**src/rtl/gamepad_pkg.sv**
```systemverilog
`default_nettype none
// ============================================================================
//  Module      : gamepad_pkg
//  Description : Shared definitions for the Sega-pad to NES-joypad bridge.
//                NES button bit positions (bit0 shifts out first), pad line
//                positions for each select phase, the scan FSM state
//                encoding and the pad-to-NES button mapping.
//  Revision    : 1.0  initial release
// ============================================================================
package gamepad_pkg;

    // NES serial order, bit0 is presented first after a load
    localparam int BTN_A      = 0;
    localparam int BTN_B      = 1;
    localparam int BTN_SELECT = 2;
    localparam int BTN_START  = 3;
    localparam int BTN_UP     = 4;
    localparam int BTN_DOWN   = 5;
    localparam int BTN_LEFT   = 6;
    localparam int BTN_RIGHT  = 7;

    // Pad lines while select is high
    localparam int HI_UP    = 0;
    localparam int HI_DOWN  = 1;
    localparam int HI_LEFT  = 2;
    localparam int HI_RIGHT = 3;
    localparam int HI_B     = 4;
    localparam int HI_C     = 5;

    // Pad lines while select is low
    localparam int LO_A     = 4;
    localparam int LO_START = 5;

    typedef enum logic [1:0] {
        ST_IDLE   = 2'd0,
        ST_SEL_HI = 2'd1,
        ST_SEL_LO = 2'd2
    } scan_state_e;

    // Pad lines are active-low; the NES vector is active-high.
    // The pad's C button acts as NES A and the pad's A button as Select.
    function automatic logic [7:0] map_buttons(input logic [5:0] hi,
                                               input logic       lo_start,
                                               input logic       lo_a);
        logic [7:0] b;
        b             = '0;
        b[BTN_A]      = ~hi[HI_C];
        b[BTN_B]      = ~hi[HI_B];
        b[BTN_SELECT] = ~lo_a;
        b[BTN_START]  = ~lo_start;
        b[BTN_UP]     = ~hi[HI_UP];
        b[BTN_DOWN]   = ~hi[HI_DOWN];
        b[BTN_LEFT]   = ~hi[HI_LEFT];
        b[BTN_RIGHT]  = ~hi[HI_RIGHT];
        return b;
    endfunction

endpackage
`default_nettype wire

```
**src/rtl/pad_serial.sv**
```systemverilog
`default_nettype none
// ============================================================================
//  Module      : pad_serial
//  Description : One NES-style serial joypad port. While load_i is high the
//                shift register tracks the button vector; otherwise each
//                rising edge of rden_i shifts right once, filling with 1.
//  Ports       : clk_i, rst_ni     clock / async active-low reset
//                load_i, rden_i    CPU strobe and read indication
//                btn_i[7:0]        current button vector (1 = pressed)
//                data_o            current serial bit
//  Revision    : 1.0  initial release
// ============================================================================
module pad_serial (
    input  logic       clk_i,
    input  logic       rst_ni,
    input  logic       load_i,
    input  logic       rden_i,
    input  logic [7:0] btn_i,
    output logic       data_o
);

    logic       rden_q;
    logic       shift_q;
    logic       shift_d;
    logic [7:0] shreg_q;
    logic [7:0] shreg_d;

    always_comb begin
        // A read edge that coincides with load is dropped, so it cannot
        // shift the freshly loaded vector one clock later.
        shift_d = rden_i & ~rden_q & ~load_i;
        shreg_d = shreg_q;
        if (load_i) begin
            shreg_d = btn_i;
        end else if (shift_q) begin
            shreg_d = {1'b1, shreg_q[7:1]};
        end
    end

    always_ff @(posedge clk_i or negedge rst_ni) begin
        if (!rst_ni) begin
            rden_q  <= 1'b0;
            shift_q <= 1'b0;
            shreg_q <= '0;
        end else begin
            rden_q  <= rden_i;
            shift_q <= shift_d;
            shreg_q <= shreg_d;
        end
    end

    assign data_o = shreg_q[0];

endmodule
`default_nettype wire

```
**src/rtl/gamepad_bridge.sv**
```systemverilog
`default_nettype none
// ============================================================================
//  Module      : gamepad_bridge
//  Description : Scans two Sega-style 6-line pads with a shared select FSM
//                and serves each as an NES serial joypad port.
//  Ports       : I_clock, I_reset        clock / async active-low reset
//                I_joy_bits[11:0]        pad lines, [5:0] pad 0, active-low
//                O_joy_mode[1:0]         select line per pad
//                I_GPIO_load[1:0]        CPU strobe per port
//                I_GPIO_rden[1:0]        CPU read indication per port
//                O_GPIO_data[1:0]        serial bit per port, 1 = pressed
//  Revision    : 1.0  initial release
// ============================================================================
module gamepad_bridge
    import gamepad_pkg::*;
#(
    parameter int P_settle = 64,
    parameter int P_period = 21477
) (
    input  logic        I_clock,
    input  logic        I_reset,
    input  logic [11:0] I_joy_bits,
    output logic [1:0]  O_joy_mode,
    input  logic [1:0]  I_GPIO_load,
    input  logic [1:0]  I_GPIO_rden,
    output logic [1:0]  O_GPIO_data
);

    localparam int              CNT_W  = $clog2(P_period);
    localparam logic [CNT_W-1:0] CNT_LAST = CNT_W'(P_period - 1);
    localparam logic [CNT_W-1:0] HI_END   = CNT_W'(P_settle - 1);
    localparam logic [CNT_W-1:0] LO_END   = CNT_W'(2 * P_settle - 1);

    logic [11:0]      sync1_q;
    logic [11:0]      sync2_q;
    logic [11:0]      hi_q;
    logic [1:0][7:0]  btn_q;
    scan_state_e      state_q;
    scan_state_e      state_d;
    logic [CNT_W-1:0] cnt_q;
    logic [CNT_W-1:0] cnt_d;
    logic [1:0]       mode_q;
    logic [1:0]       mode_d;
    logic             sample_hi;
    logic             sample_lo;

    // The period counter runs freely; the scan phases are windows of it
    // starting at each wrap, so both pads stay in lockstep.
    always_comb begin
        state_d   = state_q;
        cnt_d     = (cnt_q == CNT_LAST) ? '0 : cnt_q + 1'b1;
        sample_hi = 1'b0;
        sample_lo = 1'b0;
        case (state_q)
            ST_IDLE: begin
                if (cnt_q == CNT_LAST) state_d = ST_SEL_HI;
            end
            ST_SEL_HI: begin
                if (cnt_q == HI_END) begin
                    state_d   = ST_SEL_LO;
                    sample_hi = 1'b1;
                end
            end
            ST_SEL_LO: begin
                if (cnt_q == LO_END) begin
                    state_d   = ST_IDLE;
                    sample_lo = 1'b1;
                end
            end
            default: state_d = ST_IDLE;
        endcase
        // Select is registered from the next state so it moves with the FSM
        mode_d = (state_d == ST_SEL_LO) ? 2'b00 : 2'b11;
    end

    always_ff @(posedge I_clock or negedge I_reset) begin
        if (!I_reset) begin
            sync1_q <= '1;
            sync2_q <= '1;
            state_q <= ST_IDLE;
            cnt_q   <= '0;
            mode_q  <= 2'b11;
        end else begin
            sync1_q <= I_joy_bits;
            sync2_q <= sync1_q;
            state_q <= state_d;
            cnt_q   <= cnt_d;
            mode_q  <= mode_d;
        end
    end

    assign O_joy_mode = mode_q;

    for (genvar p = 0; p < 2; p++) begin : g_pad
        // The high-phase sample is parked in hi_q and only merged into the
        // visible vector at the low-phase sample, so a half-scan never shows.
        always_ff @(posedge I_clock or negedge I_reset) begin
            if (!I_reset) begin
                hi_q[p*6 +: 6] <= '1;
                btn_q[p]       <= '0;
            end else begin
                if (sample_hi) begin
                    hi_q[p*6 +: 6] <= sync2_q[p*6 +: 6];
                end
                if (sample_lo) begin
                    btn_q[p] <= map_buttons(hi_q[p*6 +: 6],
                                            sync2_q[p*6 + LO_START],
                                            sync2_q[p*6 + LO_A]);
                end
            end
        end

        pad_serial u_port (
            .clk_i  (I_clock),
            .rst_ni (I_reset),
            .load_i (I_GPIO_load[p]),
            .rden_i (I_GPIO_rden[p]),
            .btn_i  (btn_q[p]),
            .data_o (O_GPIO_data[p])
        );
    end

    // Low-phase lines [3:0] carry no buttons on a 3-button pad
    logic w_unused;
    assign w_unused = ^{sync2_q[3:0], sync2_q[9:6]};

endmodule
`default_nettype wire

```
**config.mk**
```make
export PLATFORM = sky130hd
export DESIGN_NAME = gamepad_bridge
export DESIGN_NICKNAME = d
export VERILOG_FILES = /design/src/rtl/gamepad_pkg.sv /design/src/rtl/pad_serial.sv /design/src/rtl/gamepad_bridge.sv
export SDC_FILE = /design/constraint.sdc
export NUM_CORES = 1
export LEC_CHECK = 0
export ABC_AREA = 1
export CAP_MARGIN = 5
export CORE_AREA = 4 4 65 126
export DETAILED_ROUTE_END_ITERATION = 16
export DIE_AREA = 0 0 69 130
export PLACE_DENSITY_LB_ADDON = 0.3
export SYNTH_ARGS = -nofsm -noshare
export SYNTH_HDL_FRONTEND = slang
export SYNTH_SLANG_ARGS = --single-unit
```
**constraint.sdc**
```tcl
create_clock -name I_clock -period 1.8 [get_ports I_clock]
set_input_delay 0.36 -clock I_clock [delete_from_list [all_inputs] [get_ports I_clock]]
set_output_delay 0.36 -clock I_clock [all_outputs]
set_load 0.01 [all_outputs]
```
==> flow_summary.yaml <==
critical_path:
  critPathLaunch: "O_joy_mode[0]"
  r2r_end: "hi_q[7]"
  worstPathRequired_ps: 1440
  crit_path_start_kind: "register"
  criticalPathCategory: "reg2out"
  path_depth: 1
  endpoint_kind: "primary output"
  path_cells: "clkdlybuf4s50_1"
  path_max_fanout: 2
  slowest_stage: "dfstp_2"
  critical_path_buf_inv_count: 1
  max_stage_delay_ps: 530
  r2r_cells: 8
  setup.worst_path.end: "O_joy_mode[0]"
  critical_path.top_delay_family: "flip-flops"
  rr_startpoint: "cnt_q[0]"
  critical_path_arrival_ps: 1390
  r2r_setup_slack_ps: 240
cts:
  path_clk_slew_ps: 70
  tritoncts: "built"
  worstSkewPairLatency_ps: 340
  post_cts_buffers: 0
  htreeDepth: 3
  cts_buffers: 9
  cts-root-buf: "clkbuf_16"
  post_cts_resized: 0
  cts_buffer_depth: 2
  clock-sinks: 90
layout:
  syn_to_final_growth_pct: 16.15
  num-fill-cells: 636
  multi_input_area_um2: 1261
  layout.nets: 471
  drive_above_1_share_pct: 16.67
  area.sequential_um2: 2298
  diodes: 0
  stdcell_count: 548
logic_synthesis:
  synth.area.top_cells: "dfrtp_1, dfstp_2, nand2_1"
  ys.flop_type: "dfrtp_1"
  syn-num-nets: 445
  yosys_warnings: 0
  synth_commonest_cells: "nand2_1, inv_1, dfrtp_1, nor2_1, dfstp_2"
  syn-cell-area_um2: 3882
  async_flop_share_pct: 100.0
  synth-seq-cells: 90
  netlist_instances: 425
  synth_edf_count: 0
  yosysTopAreaCell: "dfrtp_1"
  yosysTopAreaCellShare_pct: 34.16
  synth-seq-area-share_pct: 59.20
  ys_types: 30
  syn_area_per_cell_um2: 9.135
  yosysMostFrequentCell: "nand2_1"
floorplanning:
  io-pin-count: 22
  die_y_um: 130
  rows: 44
  die_w_um: 69
  start_util_pct: 53.43
  core_area_um2: 7267
  dieArea_um2: 8970
drt:
  avgViaCountPerCell: 5.047
  routedWlPerCell_um: 12.84
  num_vias: 2766
  drc: 0
  first_pass_iters: 4
  drt_wl_total_mm: 7.035
  ant_nets: 0
  drt_iter0_drc: 167
timing:
  slew_headroom_pct: 78.43
  fin_setup_tns_ps: 0
  setup_viol: 0
  fin_crit_sh_pct: 97.05
  maxSlewViolCount: 0
  hold_violations: 0
  rsz0062_at_grt: "no"
  min_period_ps: 1747
  max_freq_mhz: 572.4
  setup_ws_ps: 53.04
  tightestPinTransition_ps: 323.3
  skew_ps: 9.509
hold_path:
  holdCritStartpoint: "sync1_q[10]"
  hold_depth: 0
  hp-class: "reg2reg"
outcome:
  status: "complete, no violations"
place:
  dp.final_hpwl_mm: 5.262
  io_buffers: 21
  place.gp.congestion: 0.8636
  dp.cells: 531
  place_ws_ps: 157.9
global_routing:
  antenna_found_initial: 0
  grt_max_degree: 48
  grt_pass1_vias: 2782
  overflow: 0
  track_usage_pct: 17.66
  grt_pass1_wl_mm: 12.48
power_and_ir_drop:
  ir_drop_mv: 0.7455
  p_per_area_nw_per_um2: 947.7
  power.leakage_nw: 2.186
run:
  cap_violations: 0
## registers in the layout, indices dropped and copies added (netlist names)
signal / cells
O_joy_mode: 1
btn_q: 16
cnt_q: 15
g_pad.u_port.rden_q: 2
g_pad.u_port.shift_q: 2
g_pad.u_port.shreg_q: 16
hi_q: 12
state_q: 2
sync1_q: 12
sync2_q: 12
## cells in the final DEF (no fill, tap or decap)
| master | instances |
|---|---|
| xor2_1 | 4 |
| buf_12 | 1 |
| dfrtp_1 | 53 |
| nor2_2 | 4 |
| clkinv_2 | 1 |
| nand3_2 | 1 |
| clkbuf_16 | 9 |
| o22a_1 | 1 |
| clkinvlp_4 | 1 |
| inv_2 | 2 |
| dlygate4sd3_1 | 1 |
| nor3_1 | 6 |
| clkbuf_1 | 1 |
| inv_6 | 2 |
| o21ai_0 | 6 |
| nand2_2 | 1 |
| inv_1 | 56 |
| nand4_1 | 32 |
| dfstp_2 | 37 |
| a21oi_1 | 24 |
| nand3_4 | 1 |
| nand3_1 | 11 |
| nand2_1 | 112 |
| nand2_4 | 1 |
| a31oi_1 | 2 |
| nor2_4 | 3 |
| ha_1 | 2 |
| nor2_1 | 44 |
| clkdlybuf4s50_1 | 20 |
| bufinv_16 | 2 |
| o22ai_1 | 3 |
| o21bai_1 | 1 |
| xnor2_1 | 1 |
| nor2_8 | 1 |
| buf_4 | 9 |
## worst min-delay path by stage
stage                                            end  slack (ps)
after detailed placement  g_pad[1].u_port.shreg_q[1]         270
after global placement                      btn_q[9]         260
final                                    sync2_q[10]         350
after floorplan                             btn_q[0]          60
after global routing                     sync2_q[10]         350
after CTS                                sync2_q[10]         350
## kinds of logic after synthesis
| family | after synthesis | share of synthesized area [%] |
|---|---|---|
| flip-flops | 90 | 59.20 |
| buffers and inverters | 74 | 8.314 |
| AO/OA/AOI/OAI | 37 | 5.092 |
| adder cells (fa/ha/maj) | 2 | 0.6444 |
| AND/OR/NAND/NOR | 217 | 25.62 |
| XOR/XNOR | 5 | 1.128 |
## worst register-to-register path, stage by stage, from the launching register on
cell	delay (ps)
dfrtp_1	380
ha_1	190
nand2_2	100
inv_2	120
nand2_4	90
nor2_4	180
nand3_2	240
nand2_1	130
nand2_1	60
## repair_timing
action,in CTS,in global routing
endpoints found under the hold margin,20,0
setup endpoints to repair,0,0
hold buffers,1,0
## per-layer routing
metal | part of all wire (%) | up-vias | GRT usage [%] | wire length (µm)
met3 | 3.1 | 11 | 4.626 | 218
met2 | 59 | 54 | 33.50 | 4148
li1 | - | 1397 | - | -
met4 | 2.1 | 0 | 8.055 | 148
met5 | 0 | - | 0 | 0
met1 | 36 | 1304 | 17.81 | 2519
## stage by stage
| step | utilization (%) | power (mW) | cell area, µm² | hold WS (ps) |
|---|---|---|---|---|
| after floorplan | - | 2.221 | 3882 | 64.41 |
| after global placement | 57.52 | 2.326 | 4180 | 262.7 |
| after detailed placement | 57.52 | 2.334 | 4180 | 265.4 |
| after CTS | 62.05 | 4.321 | 4509 | 347.1 |
| after global routing | 62.05 | 4.436 | 4509 | 345.2 |
| final | 62.05 | 4.274 | 4509 | 345.1 |
## power breakdown
group | switching [mW] | internal, mW
logic | 0.0931 | 0.0723
registers | 0.0253 | 2.11
clock network | 0.754 | 1.22
total | 0.872 | 3.40
## area by class of cell
class	instances	area share, %
Multi-Input combinational cell	261	27.97
Tap cell	92	2.553
Inverter	58	4.828
Clock buffer	10	5.078
Sequential cell	90	50.97
Clock inverter	6	1.998
Timing Repair Buffer	31	6.604
No activity file was read; power rests on OpenSTA's default activity.
